==> src/rtl/multi_word_ram_writer.sv <==
// multi_word_ram_writer
// Packs a stream of DATA_WIDTH-bit beats into a multi-word RAM, NUM_WORDS
// words per row, DEPTH rows. A fill is launched by a one-cycle start pulse
// and completes after exactly DEPTH*NUM_WORDS accepted beats. The write
// port (data, row address, per-word enable) is registered, so each write
// appears the cycle after its beat is accepted. The final write is flagged
// by a one-cycle done pulse.
module multi_word_ram_writer #(
  parameter int DATA_WIDTH = 8,
  parameter int DEPTH      = 64,
  parameter int NUM_WORDS  = 4
) (
  input  logic                                       clk,
  input  logic                                       rst_n,
  input  logic                                       start,
  input  logic [DATA_WIDTH-1:0]                      i_data,
  input  logic                                       i_valid,
  output logic                                       o_ready,
  output logic [DATA_WIDTH-1:0]                      wr_data,
  output logic [((DEPTH > 1) ? $clog2(DEPTH) : 1)-1:0] wr_addr,
  output logic [NUM_WORDS-1:0]                       wr_en,
  output logic                                       busy,
  output logic                                       done
);

  // Counter widths; a single row or single word still needs a 1-bit counter.
  localparam int AW = (DEPTH > 1) ? $clog2(DEPTH) : 1;
  localparam int WW = (NUM_WORDS > 1) ? $clog2(NUM_WORDS) : 1;

  // Terminal counts compared against explicitly so that non power-of-2
  // DEPTH / NUM_WORDS wrap at the right place instead of at 2**width.
  localparam logic [AW-1:0] ROW_LAST  = AW'(DEPTH - 1);
  localparam logic [WW-1:0] WORD_LAST = WW'(NUM_WORDS - 1);

  // FSM encoding
  localparam logic [1:0] S_IDLE  = 2'd0;
  localparam logic [1:0] S_WRITE = 2'd1;
  localparam logic [1:0] S_DONE  = 2'd2;

  // Decode a word index into the per-word write-enable vector (word 0 = bit 0).
  function automatic logic [NUM_WORDS-1:0] f_word_onehot(input logic [WW-1:0] idx);
    logic [NUM_WORDS-1:0] v;
    v = '0;
    for (int k = 0; k < NUM_WORDS; k++) begin
      if (idx == WW'(k)) begin
        v[k] = 1'b1;
      end else begin
        v[k] = 1'b0;
      end
    end
    return v;
  endfunction

  // State and counters
  logic [1:0]            r_state;
  logic [1:0]            w_state_nxt;
  logic [AW-1:0]         r_row_cnt;
  logic [WW-1:0]         r_word_cnt;

  // Registered write port
  logic [DATA_WIDTH-1:0] r_wr_data;
  logic [AW-1:0]         r_wr_addr;
  logic [NUM_WORDS-1:0]  r_wr_en;
  logic                  r_done;

  // Handshake / terminal-count decodes
  logic                  w_ready;
  logic                  w_accept;
  logic                  w_last_word;
  logic                  w_last_row;
  logic                  w_last_beat;
  logic                  w_launch;

  assign w_ready     = (r_state == S_WRITE);
  assign w_accept    = i_valid & w_ready;
  assign w_last_word = (r_word_cnt == WORD_LAST);
  assign w_last_row  = (r_row_cnt == ROW_LAST);
  assign w_last_beat = w_last_word & w_last_row;
  // start only counts in IDLE; in WRITE and DONE it is ignored.
  assign w_launch    = (r_state == S_IDLE) & start;

  // Next-state logic for the IDLE -> WRITE -> DONE -> IDLE sequence.
  always_comb begin
    w_state_nxt = r_state;
    case (r_state)
      S_IDLE: begin
        if (start) begin
          w_state_nxt = S_WRITE;
        end else begin
          w_state_nxt = S_IDLE;
        end
      end
      S_WRITE: begin
        if (w_accept && w_last_beat) begin
          w_state_nxt = S_DONE;
        end else begin
          w_state_nxt = S_WRITE;
        end
      end
      S_DONE: begin
        w_state_nxt = S_IDLE;
      end
      default: begin
        w_state_nxt = S_IDLE;
      end
    endcase
  end

  // State register; reset abandons any fill in progress.
  always_ff @(posedge clk or negedge rst_n) begin
    if (!rst_n) begin
      r_state <= S_IDLE;
    end else begin
      r_state <= w_state_nxt;
    end
  end

  // Row/word position: cleared on launch, advanced by each accepted beat.
  always_ff @(posedge clk or negedge rst_n) begin
    if (!rst_n) begin
      r_row_cnt  <= '0;
      r_word_cnt <= '0;
    end else if (w_launch) begin
      r_row_cnt  <= '0;
      r_word_cnt <= '0;
    end else if (w_accept) begin
      if (w_last_word) begin
        r_word_cnt <= '0;
        if (w_last_row) begin
          r_row_cnt <= '0;
        end else begin
          r_row_cnt <= r_row_cnt + AW'(1);
        end
      end else begin
        r_word_cnt <= r_word_cnt + WW'(1);
      end
    end else begin
      r_row_cnt  <= r_row_cnt;
      r_word_cnt <= r_word_cnt;
    end
  end

  // Write port: one enable pulse per accepted beat; data/address hold between writes.
  always_ff @(posedge clk or negedge rst_n) begin
    if (!rst_n) begin
      r_wr_data <= '0;
      r_wr_addr <= '0;
      r_wr_en   <= '0;
    end else if (w_accept) begin
      r_wr_data <= i_data;
      r_wr_addr <= r_row_cnt;
      r_wr_en   <= f_word_onehot(r_word_cnt);
    end else begin
      r_wr_data <= r_wr_data;
      r_wr_addr <= r_wr_addr;
      r_wr_en   <= '0;
    end
  end

  // done is registered alongside the final write so the two line up exactly.
  always_ff @(posedge clk or negedge rst_n) begin
    if (!rst_n) begin
      r_done <= 1'b0;
    end else begin
      r_done <= w_accept & w_last_beat;
    end
  end

  assign o_ready = w_ready;
  assign busy    = (r_state != S_IDLE);
  assign wr_data = r_wr_data;
  assign wr_addr = r_wr_addr;
  assign wr_en   = r_wr_en;
  assign done    = r_done;

endmodule

==> config.mk <==
export PLATFORM = sky130hd
export DESIGN_NAME = multi_word_ram_writer
export DESIGN_NICKNAME = d
export VERILOG_FILES = /design/src/rtl/multi_word_ram_writer.sv
export SDC_FILE = /design/constraint.sdc
export NUM_CORES = 1
export LEC_CHECK = 0
export ABC_AREA = 1
export ABC_CLOCK_PERIOD_IN_PS = 2500
export BUFFER_PORTS_ARGS = -buffer_cell sky130_fd_sc_hd__buf_4
export CORE_MARGIN = 3
export CORE_UTILIZATION = 58
export CTS_BUF_LIST = sky130_fd_sc_hd__clkbuf_2
export DETAILED_ROUTE_END_ITERATION = 10
export PLACE_DENSITY_LB_ADDON = 0.2
export SLEW_MARGIN = 40
export SYNTH_ARGS = -nofsm -noshare
export SYNTH_HDL_FRONTEND = slang
export SYNTH_SLANG_ARGS = --single-unit
==> constraint.sdc <==
create_clock -name clk -period 2.5 [get_ports clk]
set_clock_uncertainty 0.2 [all_clocks]
set_input_delay 0.25 -clock clk [delete_from_list [all_inputs] [get_ports clk]]
set_output_delay 0.25 -clock clk [all_outputs]
set_load 0.1 [all_outputs]
### Word-level counts from Yosys, hierarchy flattened

Cells that the tools add are included.

* output and inout port bits: 21
* logic and storage cells: 40
* input bits: 12
* flip-flop bits (word level): 29

* equality and inequality tests: 5
* add/subtract/negate cells: 2
* reduce and logical (&&, ||, !) cells: 7
* multiplexer cells: 15
* bitwise operators: 4

Operator list (number)
* $mux 6: 4
* $mux 2: 4
* $add 6x1->6 const B: 1
* $eq 6x6->1 const B: 1
* $reduce_bool 2->1: 3
* $mux 1: 5
* $and 1x1->1: 4
* $eq 2x1->1 const B: 2
* $eq 2x2->1 const B: 2
* $logic_not 2->1: 2
* $mux 4: 1
* $pmux 2 s2: 1
* $add 2x1->2 const B: 1
* $reduce_and 2->1: 1
* $logic_and 1x1->1: 1

### Longest topological paths before layout

Gate-level depths: netlist of the first run.

* depth in word-level cells: 5
* mapped depth: 8

### Least setup slack after synthesis of the first run

No wires, ideal clock.

* kind: register -> output
* from: reg r_state[0]
* to: out busy
* required time: 2050 ps
* data arrival time: 1128 ps
* cell stages (with the launch flop): 3
* path buffers: 0
* setup slack: 922 ps
* cells stage by stage: dfrtp_1 -> inv_1 -> nand2_1

* cells in the longest elaborated chain, start to end: 1

Ends and longest elaborated chain
* start: declaration: line 55 `logic [1:0] r_state;`
* start signal: assignment: line 114 `r_state <= w_state_nxt;`
* $reduce_bool 2->1: line 170 `assign busy = (r_state != S_IDLE);`
* end: declaration: line 22 `output logic busy,`

Every way passes these cells.

### Final worst setup path of the first run

* from: reg r_state[1]
* to: out o_ready

* cells in the longest elaborated chain, start to end: 1

Ends and longest elaborated chain
* $eq 2x1->1: line 74 `assign w_ready = (r_state == S_WRITE);`
* end: declaration: line 18 `output logic o_ready,`

Every way passes these cells.

==> results of run 1 <==
power by group:
group          leakage (uW)  internal [uW]  switching, uW  total [uW]
Sequential         0.000371            557           86.8         644
Combinational      0.000517            165            532         697
Clock             0.0000265           65.1            148         213
Yosys cell counts (2+ instances only):
cell     instances
dfrtp_1         29
o21ai_0          7
buf_2            2
nand2_1         58
nand3_4          2
nand2_2          5
nor2_4           2
inv_1           13
nor2_1           6
nand4_1          3
ha_1             5
nor2_2           2
nand3_1          5
cells by family (layout without fill, tap and decap cells):
group,count (synthesis),count (layout),share of synthesized area
AO/OA/AOI/OAI,9,9,0.03428
buffers and inverters,18,63,0.05714
XOR/XNOR,1,1,0.006668
adder cells (fa/ha/maj),5,5,0.04762
flip-flops,29,29,0.5524
AND/OR/NAND/NOR,84,84,0.3019
worst min-delay path by stage:
stage                from                   end  slack, ns  cells past startpoint
floorplan           rst_n        done$_DFF_PN0_      -0.25                      0
global placement    rst_n    wr_en[0]$_DFF_PN0_      -0.02                      1
detailed placement  rst_n    wr_en[1]$_DFF_PN0_      -0.01                      1
CTS                 start  r_state[0]$_DFF_PN0_       0.05                      3
global route        start  r_state[0]$_DFF_PN0_       0.04                      3
finish              start  r_state[0]$_DFF_PN0_       0.06                      3
state kept, by name, summed over array words and instances (netlist names):
signal / count
done: 1
r_state: 2
r_row_cnt: 6
wr_addr: 6
wr_en: 4
r_word_cnt: 2
wr_data: 8
routing by layer:
metal  GRT usage  wire, um
met1      0.2563      1102
met2      0.4061      1505
met3     0.08864       220
met4      0.1234       115
met5           0         0
placed cells by master (no fill, tap or decap), types with 2 or more instances in the layout:
cell	n
nand3_4	2
nor2_2	2
inv_1	13
nor2_4	2
buf_4	32
clkbuf_2	6
nand4_1	3
nor2_1	6
ha_1	5
nand2_1	58
o21ai_0	7
dfrtp_1	29
dlygate4sd3_1	9
nand3_1	5
nand2_2	5
worst max-delay path, cell delays in order, from the launching register on:
cell and delay, ns:
dfrtp_1 0.39, inv_2 0.11, nand2_1 0.09, inv_1 0.06, buf_4 0.28
what timing repair did:
action                    4_1_cts  5_1_grt
hold buffers                    9        0
hold endpoints to repair       37        0
setup buffers                   0        0
through the flow:
stage / utilization / setup slack (ns) / hold slack [ns] / instances / total power (uW)
CTS: 0.8297 / 0.7676 / 0.05114 / 218 / 1549
detailed placement: 0.7690 / 0.8744 / -0.01410 / 202 / 1329
global route: 0.8297 / 0.6798 / 0.04392 / 218 / 1645
finish: 0.8297 / 0.7793 / 0.05761 / 218 / 1554
global placement: 0.7690 / 0.9389 / -0.01822 / 202 / 1311
floorplan: - / 0.9218 / -0.2456 / 146 / 1169
cell type report:
cell class                 count  area [sq um]
clock inverter                 1         3.754
tap                           27         33.78
clock buffer                   6         30.03
multi-input combinational     99         513.0
fill                         115         347.8
inverter                      15         57.56
timing repair buffer          41         330.3
sequential                    29         725.7
==> PnR_summary.wiki, run 1 <==
{| class="wikitable"
! Metric !! Value
|-
| Via Count || ~1,100
|-
| Distinct cell type count of the synthesized netlist || 20
|-
| Total number of H-tree levels || 2
|-
| Worst EP required || 2.05 ns
|-
| Floorplan row count || 16
|-
| Area of the mapped netlist || approximately 1300 sq um
|-
| Wirelength per Cell || ~14 um
|-
| I/O pin total || 33
|-
| Iter 0 DRT Violations || slightly above 40
|-
| Floorplan die height || between 50 and 60 um
|-
| Remaining global-route overflow || 0
|-
| Post-DRT Antenna Nets || 0
|-
| Mapped Cells || 146
|-
| Critical register-to-register path startpoint || r_state[1]$_DFF_PN0_
|-
| Crit path launch || r_state[1]$_DFF_PN0_
|-
| Worst-path fanout max || 4
|-
| TritonCTS clock tree || done
|-
| Transition at the pin with the smallest max-transition slack || ~0.36 ns
|-
| Number of sinks handled by clock tree synthesis || 29
|-
| Final weighted congestion in routability-driven placement || about 0.86
|-
| Crit path launch type || register
|-
| Cell type with the largest total area after synthesis || dfrtp_1
|-
| Avg Vias per Cell || around 5.2
|-
| Share of post-route cells with drive strength above 1 || 0.2723
|-
| Area added between synthesis and finish || 28.95%
|-
| Starting utilization of the core area || 0.6434
|-
| Clock period minus worst slack || 1.721 ns
|-
| DIE AREA || around 2900 sq um
|-
| Detailed Place HPWL || roughly 1800 um
|-
| CORE AREA || about 2000 sq um
|-
| Number of pins with negative max-slew slack in the final report || 0
|-
| Worst R2R End || r_row_cnt[2]$_DFFE_PN0P_
|-
| Final setup violation count || 0
|-
| Largest buffer count on any clock path || 2
|-
| Worst hold path type || in2reg
|-
| Critical Path Sink || o_ready
|-
| Synthesis-stage register bit count || 29
|-
| Average cell area after synthesis || around 9.0 sq um
|-
| Post-synth EDFFs || 0
|-
| Number of clock buffers inserted by TritonCTS || 5
|-
| Yosys warns || 0
|-
| Total negative setup slack || 0 ns
|-
| Seq/Total Area, Yosys || 0.5524
|-
| Global-route wire length before repair || 4643 um
|-
| Post-Layout Inst Area || 1694 sq um
|-
| Fmax || 581.2 MHz
|-
| Worst VDD drop || 0.6756 mV
|-
| Headroom to the max-slew limit || 0.7627
|-
| Unrepaired setup endpoints after global routing || no
|-
| Synth top area cells || dfrtp_1, nand2_1, ha_1
|-
| Count of TritonRoute iterations in the first routing pass || 4
|-
| Reg2Reg Depth || 6
|-
| Clock-pin slew on the worst setup and hold paths || roughly 0.11 ns
|-
| Number of instances resized during post-cts repair || 0
|-
| Static leakage || between 0.0009 and 0.001 uW
|-
| Later-pin clock latency in the skew report || approximately 0.35 ns
|-
| Endpoints failing hold || 0
|-
| Placed Area || about 1600 sq um
|-
| Dominant synthesized flop cell || dfrtp_1
|-
| Proportion of netlist area held by the largest area contributor || 0.5524
|-
| Number of remaining DRC errors || 0
|-
| Outcome || finished clean
|-
| Final worst path period share || 0.6883
|-
| Async set-reset flop share out of synthesis || 1.000
|-
| Initial antenna violation count || 0
|-
| Via count of the first global-routing pass || 1,060
|-
| Total number of nets in the final design || between 200 and 250
|-
| GRT Resource Usage Total || 0.2382
|-
| Diode count || 0
|-
| Reg-to-reg setup timing slack || about 0.9 ns
|-
| Arrival time of the worst setup path || 1.27 ns
|-
| Reported max-cap violation count || 0
|-
| Largest net degree at the start of global routing || 30
|-
| Clk root buf || clkbuf_2
|-
| Die boundary width || roughly 54 um
|-
| Quantity of I/O buffers inserted on ports || 32
|-
| Kind of critical path || reg2out
|-
| Capturing element type of the critical path || primary output
|-
| Net count of the mapped netlist || 163
|-
| WL final || between 2000 and 3000 um
|-
| Total power per unit cell area || around 900 nW/um^2
|}
(Power assumes the default switching activity.)
==> inputs of run 2 (changes only) <==
--- a/config.mk
+++ b/config.mk
@@ -6,10 +6,10 @@
 export NUM_CORES = 1
 export LEC_CHECK = 0
 export ABC_AREA = 1
-export ABC_CLOCK_PERIOD_IN_PS = 2500
+export ABC_CLOCK_PERIOD_IN_PS = 1500
 export BUFFER_PORTS_ARGS = -buffer_cell sky130_fd_sc_hd__buf_4
 export CORE_MARGIN = 3
-export CORE_UTILIZATION = 58
+export CORE_UTILIZATION = 49
 export CTS_BUF_LIST = sky130_fd_sc_hd__clkbuf_2
 export DETAILED_ROUTE_END_ITERATION = 10
 export PLACE_DENSITY_LB_ADDON = 0.2
==> constraint.sdc (replaced) <==
create_clock -name clk -period 1.5 [get_ports clk]
set_clock_uncertainty 0.2 [all_clocks]
set_input_delay 0.15 -clock clk [delete_from_list [all_inputs] [get_ports clk]]
set_output_delay 0.15 -clock clk [all_outputs]
set_load 0.1 [all_outputs]
==> run 2 against run 1 <==
Compared with the run above: sequential power is 61% higher; first-iteration DRC count up 61%; clock power grew 81%; die area up 16%; combinational power up 82%; final area is 7.2% higher; core utilization is 11 points lower; clock-buffer cell count unchanged; wire length decreased by 5.8%; non-clock buffer count is 10 higher; hold slack worse by 0.033 ns; final cell count up 6.4%; critical path type unchanged.
==> PnR_summary.wiki, run 2 (synthesis results as in run 1) <==
{| class="wikitable"
! Metric !! Value
|-
| Starting utilization of the core area || 0.5208 (-0.1225)
|-
| Number of sinks handled by clock tree synthesis || 29 (unchanged)
|-
| Total negative setup slack || 0 ns (unchanged)
|-
| Number of flip-flops in the largest register || 8 (unchanged)
|-
| Transition at the pin with the smallest max-transition slack || 0.3593 ns (+0.003350 ns)
|-
| Worst R2R End || r_row_cnt[1]$_DFFE_PN0P_
|-
| Final worst path period share || 0.9930
|-
| Endpoints failing hold || 0 (unchanged)
|-
| Worst-path fanout max || 3 (-1)
|-
| Avg Vias per Cell || 4.728 (-9.3%)
|-
| GRT Resource Usage Total || 0.1895 (-0.04862)
|-
| Clock power share || 0.142 (+0.005)
|-
| Die boundary width || 57.78 um (+7.8%)
|-
| Reg2Reg Depth || 8 (+2)
|-
| Final setup violation count || 0 (unchanged)
|-
| Diode count || 0 (unchanged)
|-
| Arrival time of the worst setup path || 1.14 ns (-0.13 ns)
|-
| Clk root buf || clkbuf_2
|-
| Worst hold path type || in2async
|-
| Share of post-route cells with drive strength above 1 || 0.3317 (+0.05943)
|-
| Switching power || 1318 uW (+72%)
|-
| Total number of nets in the final design || 218 (+4.8%)
|-
| Number of pins with negative max-slew slack in the final report || 0 (unchanged)
|-
| Reg-to-reg setup timing slack || 0.10 ns (-0.79 ns)
|-
| Detailed Place HPWL || 1912 um (+4.5%)
|-
| Worst VDD drop || 1.102 mV (+63%)
|-
| Worst hold slack || 0.02412 ns (-0.03349 ns)
|-
| Reported max-cap violation count || 0 (unchanged)
|-
| TritonCTS clock tree || done
|-
| Outcome || finished clean
|-
| Total number of H-tree levels || 2 (unchanged)
|-
| Via count of the first global-routing pass || 1,125 (+6.1%)
|-
| Worst EP required || 1.15 ns (-0.90 ns)
|-
| Fraction of power spent switching nets || 0.4881 (-0.005342)
|-
| Later-pin clock latency in the skew report || 0.35 ns (about the same)
|-
| DIE AREA || 3339 sq um (+16%)
|-
| WL final || 2774 um (-5.8%)
|-
| Via Count || 1,097 (-3.4%)
|-
| Number of clock buffers inserted by TritonCTS || 5 (unchanged)
|-
| Area added between synthesis and finish || 38.19%
|-
| Global-route wire length before repair || 4802 um (+3.4%)
|-
| Critical register-to-register path startpoint || r_row_cnt[0]$_DFFE_PN0P_
|-
| Floorplan die height || 57.78 um (+7.8%)
|-
| Commonest non-fill, non-tap cell in the layout || nand2_1
|-
| Post-DRT Antenna Nets || 0 (unchanged)
|-
| Fmax || about 670 MHz
|-
| CORE AREA || 2522 sq um (+24%)
|-
| Clock-pin slew on the worst setup and hold paths || 0.15 ns (+0.04 ns)
|-
| Seq pwr share || 0.386 (-0.029)
|-
| Clock period minus worst slack || around 1.5 ns
|-
| Wirelength per Cell || 11.96 um (-11%)
|-
| Crit path launch type || register
|-
| Static leakage || 0.0009776 uW (+6.8%)
|-
| Quantity of I/O buffers inserted on ports || 32 (unchanged)
|-
| Iter 0 DRT Violations || 66 (+61%)
|-
| Largest net degree at the start of global routing || 30 (unchanged)
|-
| Combinational share of power || 0.472 (+0.023)
|-
| Remaining global-route overflow || 0 (unchanged)
|-
| Total internal power || 1382 uW (+76%)
|-
| I/O pin total || 33 (unchanged)
|-
| Largest buffer count on any clock path || 2 (unchanged)
|-
| Total power per unit cell area || 1487 nW/um^2 (+62%)
|-
| Kind of critical path || reg2out
|-
| Capturing element type of the critical path || primary output
|-
| Final Total Pwr || 2700 uW (+74%)
|-
| Floorplan row count || 18 (+2)
|-
| Final weighted congestion in routability-driven placement || 0.8152 (-5.4%)
|-
| Headroom to the max-slew limit || 0.7605 (-0.002233)
|-
| Most frequent cells in the layout || nand2_1, buf_4, dfrtp_1, dlygate4sd3_1, inv_1
|-
| Unrepaired setup endpoints after global routing || yes
|-
| Number of remaining DRC errors || 0 (unchanged)
|-
| Count of TritonRoute iterations in the first routing pass || 4 (unchanged)
|-
| Initial antenna violation count || 0 (unchanged)
|}
run 2: changes by cell type in the layout (fill, tap and decap cells not counted), sizes merged:
cell,change
inv,+1
dlygate4sd3,+2
buf,+8
run 2: power groups by stage:
stage / combinational [uW] / sequential, uW / clock [uW]
3_5_place_dp: 1230 / 1050 / 0
5_1_grt: 1360 / 1060 / 432
6_report: 1270 / 1040 / 385
3_3_place_gp: 1190 / 1040 / 0
4_1_cts: 1250 / 1040 / 402
2_1_floorplan: 303 / 1650 / 0
run 2: worst max path at each step:
stage,from,end,cells past startpoint
floorplan,r_state[0]$_DFF_PN0_,busy,2
global placement,r_word_cnt[0]$_DFFE_PN0P_,r_row_cnt[3]$_DFFE_PN0P_,6
detailed placement,r_word_cnt[0]$_DFFE_PN0P_,r_row_cnt[3]$_DFFE_PN0P_,6
CTS,r_state[1]$_DFF_PN0_,o_ready,4
global route,r_state[0]$_DFF_PN0_,busy,3
finish,r_state[0]$_DFF_PN0_,busy,3
run 2: critical path, cell delays in order, from the launching register on:
cell,delay [ns]
dfrtp_1,0.44
inv_2,0.09
nand2_1,0.09
buf_12,0.17
run 2: cell type report:
type                    count  area (sq um)
flip-flops and latches     29         725.7
fillers                   196         706.9
multi-input cells          99         518.0
repair buffers             51         435.4
inverters                  15         58.81
well taps                  30         37.54
clock buffers               6         30.03
clock inverters             2         10.01
run 2: layer usage:
layer  track usage  part of all wire  routed length, um
met1        0.2285              0.44               1229
met2        0.3194              0.48               1329
met3       0.05122             0.058                161
met4       0.07947             0.019                 53
met5             0                 0                  0
run 2: what timing repair did:
action,CTS,global route
setup buffers,2,1
endpoints found under the setup margin,2,6
gates resized for setup,7,5
endpoints found under the hold margin,43,0
pin swaps,0,1
hold buffers,11,0
run 2: metrics by stage:
step	instance area, sq um	util	cells	worst slack (ns)
global placement	1612	0.6389	210	0.1562
global route	1815	0.7197	232	-0.06627
floorplan	1314	-	146	0.02183
CTS	1797	0.7123	231	0.001763
detailed placement	1612	0.6389	210	0.1299
finish	1815	0.7197	232	0.01053
